[config.mk]
export PLATFORM = sky130hd
export DESIGN_NAME = mole
export DESIGN_NICKNAME = d
export VERILOG_FILES = /design/src/rtl/mole_pkg.sv /design/src/rtl/mole_hole.sv /design/src/rtl/mole.sv
export SDC_FILE = /design/constraint.sdc
export NUM_CORES = 1
export LEC_CHECK = 0
export CAP_MARGIN = 5
export CORE_ASPECT_RATIO = 1.5
export CORE_UTILIZATION = 32
export CTS_CLUSTER_DIAMETER = 30
export DETAILED_ROUTE_END_ITERATION = 10
export DONT_BUFFER_PORTS = 1
export SLEW_MARGIN = 30
export SYNTH_ARGS = -nofsm -noshare
export SYNTH_HDL_FRONTEND = slang
export SYNTH_SLANG_ARGS = --single-unit
[constraint.sdc]
create_clock -name clk -period 7.23 [get_ports clk]
set_clock_uncertainty 0.05 [all_clocks]
set_input_delay 1.0845 -clock clk [delete_from_list [all_inputs] [get_ports clk]]
set_output_delay 1.0845 -clock clk [all_outputs]
set_load 0.005 [all_outputs]
[src/rtl/mole_pkg.sv]
// mole_pkg: shared constants and types for the mole spawner (MOLE_RANDOM_EN selects LFSR placement).
package mole_pkg;
    localparam int NUM_HOLES = 5;
    localparam int FIELD_W = 4;
    localparam logic [15:0] LFSR_SEED = 16'hACE1;
    localparam logic [15:0] LFSR_TAPS = 16'h002D;
    typedef enum logic {IDLE, RUN} state_t;
endpackage

[src/rtl/mole_hole.sv]
// mole_hole: one hole's mole field and life counter with spawn, kill and expiry.
module mole_hole
    import mole_pkg::*;
(
    input  logic               clk,
    input  logic               rst_n,
    input  logic               spawn,
    input  logic               kill,
    input  logic [FIELD_W-1:0] value,
    input  logic [31:0]        life,
    output logic [FIELD_W-1:0] field
);
    logic [31:0] cnt;
    always_ff @(posedge clk) begin
        if (rst_n) begin
            cnt   <= '0;
            field <= '0;
        end else if (spawn) begin
            cnt   <= life;
            field <= value;
        end else if (field != '0) begin
            if (kill || cnt == 32'd1) begin
                cnt   <= '0;
                field <= '0;
            end else begin
                cnt <= cnt - 32'd1;
            end
        end
    end
endmodule

[src/rtl/mole.sv]
// mole: periodic mole spawner over five holes; MOLE_RANDOM_EN swaps round-robin placement for an LFSR.
module mole
    import mole_pkg::*;
(
    input  logic                         clk,
    input  logic                         rst_n,
    input  logic                         start,
    input  logic [31:0]                  life_span,
    input  logic [31:0]                  gen_interval,
    input  logic [NUM_HOLES-1:0]         kill_list,
    output logic [NUM_HOLES*FIELD_W-1:0] moles
);
    state_t               state, state_next;
    logic                 run, tick, found;
    logic [31:0]          gen_cnt, gen_max, life;
    logic [2:0]           first, sel;
    logic [3:0]           sum;
    logic [FIELD_W-1:0]   value;
    logic [NUM_HOLES-1:0] empty, spawn_vec;

    always_ff @(posedge clk) begin
        state <= rst_n ? IDLE : state_next;
    end

    always_comb begin
        state_next = (state == IDLE && start) ? RUN : state;
    end

    always_comb begin
        run = state == RUN;
    end

    always_ff @(posedge clk) begin
        if (rst_n || !run) gen_cnt <= '0;
        else gen_cnt <= tick ? '0 : gen_cnt + 32'd1;
    end

    assign gen_max = (gen_interval == '0) ? '0 : gen_interval - 32'd1;
    assign tick    = run && gen_cnt >= gen_max;
    assign life    = (life_span == '0) ? 32'd1 : life_span;

    // Only holes empty at the current cycle qualify, so a hole clearing now cannot be refilled now.
    always_comb begin
        found = 1'b0;
        sel   = '0;
        sum   = '0;
        for (int k = 0; k < NUM_HOLES; k++) begin
            sum = {1'b0, first} + 4'(k);
            sum = (sum >= 4'(NUM_HOLES)) ? sum - 4'(NUM_HOLES) : sum;
            if (!found && empty[sum[2:0]]) begin
                found = 1'b1;
                sel   = sum[2:0];
            end
        end
    end

    assign spawn_vec = (tick && found) ? NUM_HOLES'(1) << sel : '0;

`ifdef MOLE_RANDOM_EN
    logic [15:0] lfsr;
    always_ff @(posedge clk) begin
        lfsr <= rst_n ? LFSR_SEED : {^(lfsr & LFSR_TAPS), lfsr[15:1]};
    end
    assign first = 3'(lfsr % 16'd5);
    assign value = (lfsr[7:4] % 4'd9) + 4'd1;
`else
    logic [2:0] ptr;
    always_ff @(posedge clk) begin
        if (rst_n) ptr <= '0;
        else if (tick && found) ptr <= (sel == 3'(NUM_HOLES - 1)) ? '0 : sel + 3'd1;
    end
    assign first = ptr;
    assign value = 4'd1;
`endif

    for (genvar i = 0; i < NUM_HOLES; i++) begin : g_hole
        mole_hole u_hole (
            .clk   (clk),
            .rst_n (rst_n),
            .spawn (spawn_vec[i]),
            .kill  (kill_list[i]),
            .value (value),
            .life  (life),
            .field (moles[FIELD_W*i +: FIELD_W])
        );
        assign empty[i] = moles[FIELD_W*i +: FIELD_W] == '0;
    end
endmodule

Word-level counts from Yosys, hierarchy flattened. Cells that the tools add are included.

RAM bits: 0. Logic and storage cells: 149. Latch bits: 0. Input port bits: 72. Memories kept: 0. Memory bits (read-only): 0. Register bits: 201.

Magnitude comparators: 11. Add/subtract/negate cells: 17. Bitwise operators: 1. $mul: 0. Reductions and logical operators: 41. Div/mod/pow operators: 0. Mux-type cells: 59. Equality and inequality tests: 6. Shift-type cells: 1.

Operators by type and width (number): 32-bit 2-to-1 mux (17); 32-bit by 1-bit subtractor with 32-bit output, second input constant (6); 32-bit by 1-bit equality test with 1-bit output, second input constant (5); 32-bit logical NOT (2); 3-bit 2-to-1 mux (11); 32-bit by 1-bit adder with 32-bit output, second input constant (1); 32-bit >= comparator (1); 1-bit 2-to-1 mux (25); 4-bit logical NOT (5); 3-bit by 4-bit < comparator with 1-bit output, second input constant (5); 2-bit nonzero test (10); 4-bit by 3-bit >= comparator with 1-bit output, second input constant (4); 1-bit binary-select mux with 3-bit select (5); 3-bit subtractor, second input constant (5); 2-bit AND reduction (5); 3-bit by 2-bit adder with 4-bit output, second input constant (2); 1-bit logical AND (7); 1-bit logical OR (6); 1-bit logical NOT (5); 5-bit 2-to-1 mux (1); 1-bit by 3-bit << shifter with 5-bit output, first input constant (1); 3-bit by 1-bit adder with 4-bit output, second input constant (1); 3-bit by 3-bit adder with 4-bit output, second input constant (1); 3-bit by 1-bit adder with 3-bit output, second input constant (1); 4 further kinds (4).

Logic depth before layout (Yosys ltp).
Depth in word-level cells: 21. Gate-level depth with buffers: 22. Depth with buffers taken out: 19.

By module. A second synthesis with hierarchy kept.

Cells, all modules: 2013. Area total of the unflattened synthesis: 15363.5 µm².

By module, submodules not included: mole_hole (cells an instance 284, times used 5, area an instance 2198.4 µm², seq. area each 720.7 µm²); mole (cells an instance 593, times used 1, area an instance 4371.7 µm², seq. area each 720.7 µm²).

Worst setup path after synthesis. No wires, ideal clock.

Kind: input port to flip-flop. Start point: input port gen_interval[5]. End point: register g_hole[3].u_hole.cnt[10]. Setup slack: 1.690 ns. Data arrival time: 5.404 ns. Library setup time: 0.086 ns. Stages on the path: 20. Buffers on the path: 3. Data required time: 7.094 ns. Path through: or4_1 nor4_1 nand4_1 nor4_1 nand2_1 xnor2_1 nand2_1 ha_1 a21o_1 a21o_1 a21oi_1 o221ai_1 a211oi_1 a311oi_2 buf_4 nand2_1 buf_2 clkbuf_1 nor2_1 a211oi_1.

Longest elaborated chain between the ends: 7. Elaborated cells on any way between the ends: 9. Classes of those cells: add/sub (1); order compare (1); mux (3); reduce/logical (4).

RTL lines: start, declared (RTL line mole.sv:9) `input logic [31:0] gen_interval,`; 32-bit by 1-bit subtractor with 32-bit output / 32-bit logical NOT (equally long branches) (RTL line mole.sv:38) `assign gen_max = (gen_interval == '0) ? '0 : gen_interval - 32'd1;`; 32-bit 2-to-1 mux (*) (RTL line mole.sv:38); 32-bit >= comparator (*) (RTL line mole.sv:39) `assign tick = run && gen_cnt >= gen_max;`; 1-bit logical AND (*) (RTL line mole.sv:39); 1-bit logical AND (*) (RTL line mole.sv:57) `assign spawn_vec = (tick && found) ? NUM_HOLES'(1) << sel : '0;`; 5-bit 2-to-1 mux (*) (RTL line mole.sv:57); 32-bit 2-to-1 mux / 2-bit nonzero test (equally long branches); end signal, assigned (RTL line mole_hole.sv:19) `cnt <= life;`; end signal, assigned (RTL line mole_hole.sv:26) `cnt <= cnt - 32'd1;`; end, declared (RTL line mole_hole.sv:13) `logic [31:0] cnt;`.

Mark *: on every way between the ends. The rest lies on a longest branch, timed or not. A chain may end at the register's enable or synchronous reset.

Worst setup path in the final report.
Start point: input port gen_interval[5]. End point: register g_hole[3].u_hole.cnt[1].

The elaborated chain is that of the path after synthesis.

==> out/metrics.yaml <==
place:
  preCtsSetupSlack_ns: 0.9464
  io_buffer_count: 0
  place_congestion: 0.8666
  place_hpwl_um: 32350
synthesis:
  async_flop_share_pct: 0
  synth_fa_ha_area_share_pct: 5.070
  ys_ff_latch: 201
  synth_top_family_by_area: "simple AND/OR/NAND/NOR gates"
  synth_edf_count: 0
  synth.avg_cell_area_um2: 7.585
  synth_cells: 1939
  synth-compound-area-share_pct: 21.26
  yosys.area.top_type: "dfxtp_1"
  synth_most_common_cell: "nand2_1"
  synth_mux_area_share_pct: 7.256
  syn_area_um2: 14710
  synth_ff_type: "dfxtp_1"
  ys_top_cells_by_area: "dfxtp_1 27%, mux2i_1 6.9%, nand2_1 6.0%, ha_1 4.9%, nor2_1 4.5%"
  netlist.area_leader.share_pct: 27.36
  synth_cell_types: 84
  ys_warn_count: 0
  synthXorXnorAreaFrac_pct: 5.657
  yosys.area_share.simple_pct: 27.05
  ys_top_cells_by_count: "236 x nand2_1, 201 x dfxtp_1, 177 x nor2_1, 113 x nor3_1, 113 x o21ai_0"
  seq_area_frac_synth_pct: 27.36
power:
  powerDensity_nw_per_um2: 204.1
  p_leak_uw: 0.006612
  peakVddDrop_uv: 164.6
worst_setup_path:
  max_stage_delay_ns: 0.60
  reg2reg_slack_ns: 1.72
  startpoint: "gen_interval[5]"
  start_kind: "input pin"
  critPathSlowestCell: "nor4_1"
  endpoint_kind: "flop"
  worst-path-max-fanout: 65
  crit_chain: "or4_1, nor4_1, buf_4, nand4_1, nor4_1, nand2_1, xnor2_1, nand2_1, ha_1, a21o_1, a21o_1, a21oi_1, o221ai_1, a211oi_1, a311oi_2, buf_4, nand2_2, buf_4, o221ai_1, o211a_1"
  critical_path.most_common_cell: "buf_4"
  worstPathArrival_ns: 6.13
  cp_top_family: "simple AND/OR/NAND/NOR gates"
  crit_required_ns: 7.62
  worstSetupPathType: "input pin to flop"
  path_buf_inv: 3
  r2r_start: "first[0]"
clock_tree:
  cts_tree: "yes"
  post_cts_resized: 0
  cts.htree.levels: 2
  ctsRootBufferMaster: "clkbuf_16"
  postCtsSetupRepairBufs: 0
  clk_latency_ns: 0.55
  clk_pin_slew_ns: 0.05
  numCtsBuffers: 41
  clockBufferDepth: 3
  cts_sinks: 201
  ctsHoldBuffers: 0
timing:
  slew_viol_final: 0
  finalWorstPathRequiredPeriod_ns: 5.743
  maxSlewHeadroom_pct: 36.81
  tns_ns: 0
  rsz0062_at_grt: "no"
  timing.fmax_mhz: 174.1
  tightest_slew_ns: 0.9392
  whs_ns: 0.4349
  setup_slack_ns: 1.487
  finalHoldViolations: 0
  finalSetupViolCount: 0
  finalCritPeriodShare_pct: 79.43
worst_hold_path:
  hp-start: "gen_cnt[0]"
  hold_path.class: "flop to flop"
grt:
  grt_max_degree: 92
  grt_use_total_pct: 19.66
  grt_overflow: 0
  grt_pass1_vias: 13740
  antenna_found_initial: 0
  grt_pass1_wl_um: 73170
drt:
  first_pass_iters: 5
  via_count: 14340
  wl_per_cell_um: 18.77
  drt_first_iter_violations: 988
  drt-total-wl_um: 46810
  drc: 0
  vias_per_cell: 5.753
  postRouteAntennaNets: 0
floorplanning:
  dieWidth_um: 177.0
  die_height_um: 264.6
  start_util_pct: 32.65
  core_area_um2: 45050
  dieArea_um2: 46840
  fp-row-count: 95
  ios: 92
cells_and_area:
  diodes: 0
  final_nets: 2010
  drive_gt1_share_pct: 7.221
  area_growth_pct: 12.75
  num-fill-cells: 4608
run:
  drv_cap: 0
outcome:
  outcome: "complete, no violations"
==> state kept, by name, summed over array words and instances, names as in the netlist <==
signal	count
first	3
g_hole.u_hole.cnt	160
g_hole.u_hole.field	5
gen_cnt	32
run	1
==> power by group <==
| group | total [uW] | internal, uW | switching, uW | leakage [uW] |
|---|---|---|---|---|
| clock network | 2190 | 1500 | 690 | 0.000761 |
| logic | 78.9 | 21.8 | 57.1 | 0.00423 |
| registers | 1110 | 1110 | 0.828 | 0.00162 |
| total | 3390 | 2640 | 748 | 0.00661 |
==> stage by stage <==
| stage | utilization, % | total power [uW] | instances | instance area [um^2] |
|---|---|---|---|---|
| after floorplan | - | 1194 | 1953 | 14760 |
| after global placement | 33.21 | 1211 | 2417 | 14960 |
| after detailed placement | 33.23 | 1212 | 2417 | 14970 |
| after CTS | 36.77 | 3415 | 2492 | 16570 |
| after global routing | 36.81 | 3468 | 2493 | 16580 |
| final | 36.81 | 3385 | 2493 | 16580 |
==> final timing paths <==
path,end,cells past startpoint
setup reg to reg,g_hole[4].u_hole.cnt[15],17
hold reg to reg,gen_cnt[0],1
setup / recovery,g_hole[3].u_hole.cnt[1],20
hold / removal,gen_cnt[0],1
==> cell type report <==
| class | instances | area [um^2] | area share [%] |
|---|---|---|---|
| clock buffer | 49 | 1116 | 6.730 |
| clock inverter | 26 | 481.7 | 2.905 |
| sequential | 201 | 4024 | 24.26 |
| timing repair buffer | 24 | 183.9 | 1.109 |
| multi-input combinational | 1556 | 9842 | 59.35 |
| tap | 582 | 728.2 | 4.391 |
| inverter | 55 | 207.7 | 1.252 |
==> cell usage in the layout, fill, tap and decap left out, types with 31 or more instances in the layout <==
cell and instances:
nand2_1 235, dfxtp_1 201, nor2_1 177, nor3_1 113, o21ai_0 113, mux2i_1 101
a21oi_1 83, nor4_1 62, ha_1 58, inv_1 51, a211oi_1 50, xor2_1 48
xnor2_1 47, clkbuf_16 41, nand3_1 36, o211ai_1 31
==> per-layer routing <==
metal  routed length, um  global-route usage [%]  vias up
met3                3145                   3.858      153
met1               17960                   21.63     6709
met4                3073                   12.44        0
met2               22620                   34.15      505
li1                    -                       -     6975
met5                   0                       0        -
==> kinds of logic (layout without fill, tap and decap cells) <==
group	Yosys count	count (layout)
xor gates and xnor gates	95	95
AOI/OAI and AO/OA	469	469
muxes	105	105
other	1	15
DFF	201	201
adders and majority gates	59	59
and+or+nand+nor	813	813
buffers and inverters	196	154
No activity file was read; power rests on OpenSTA's default activity.
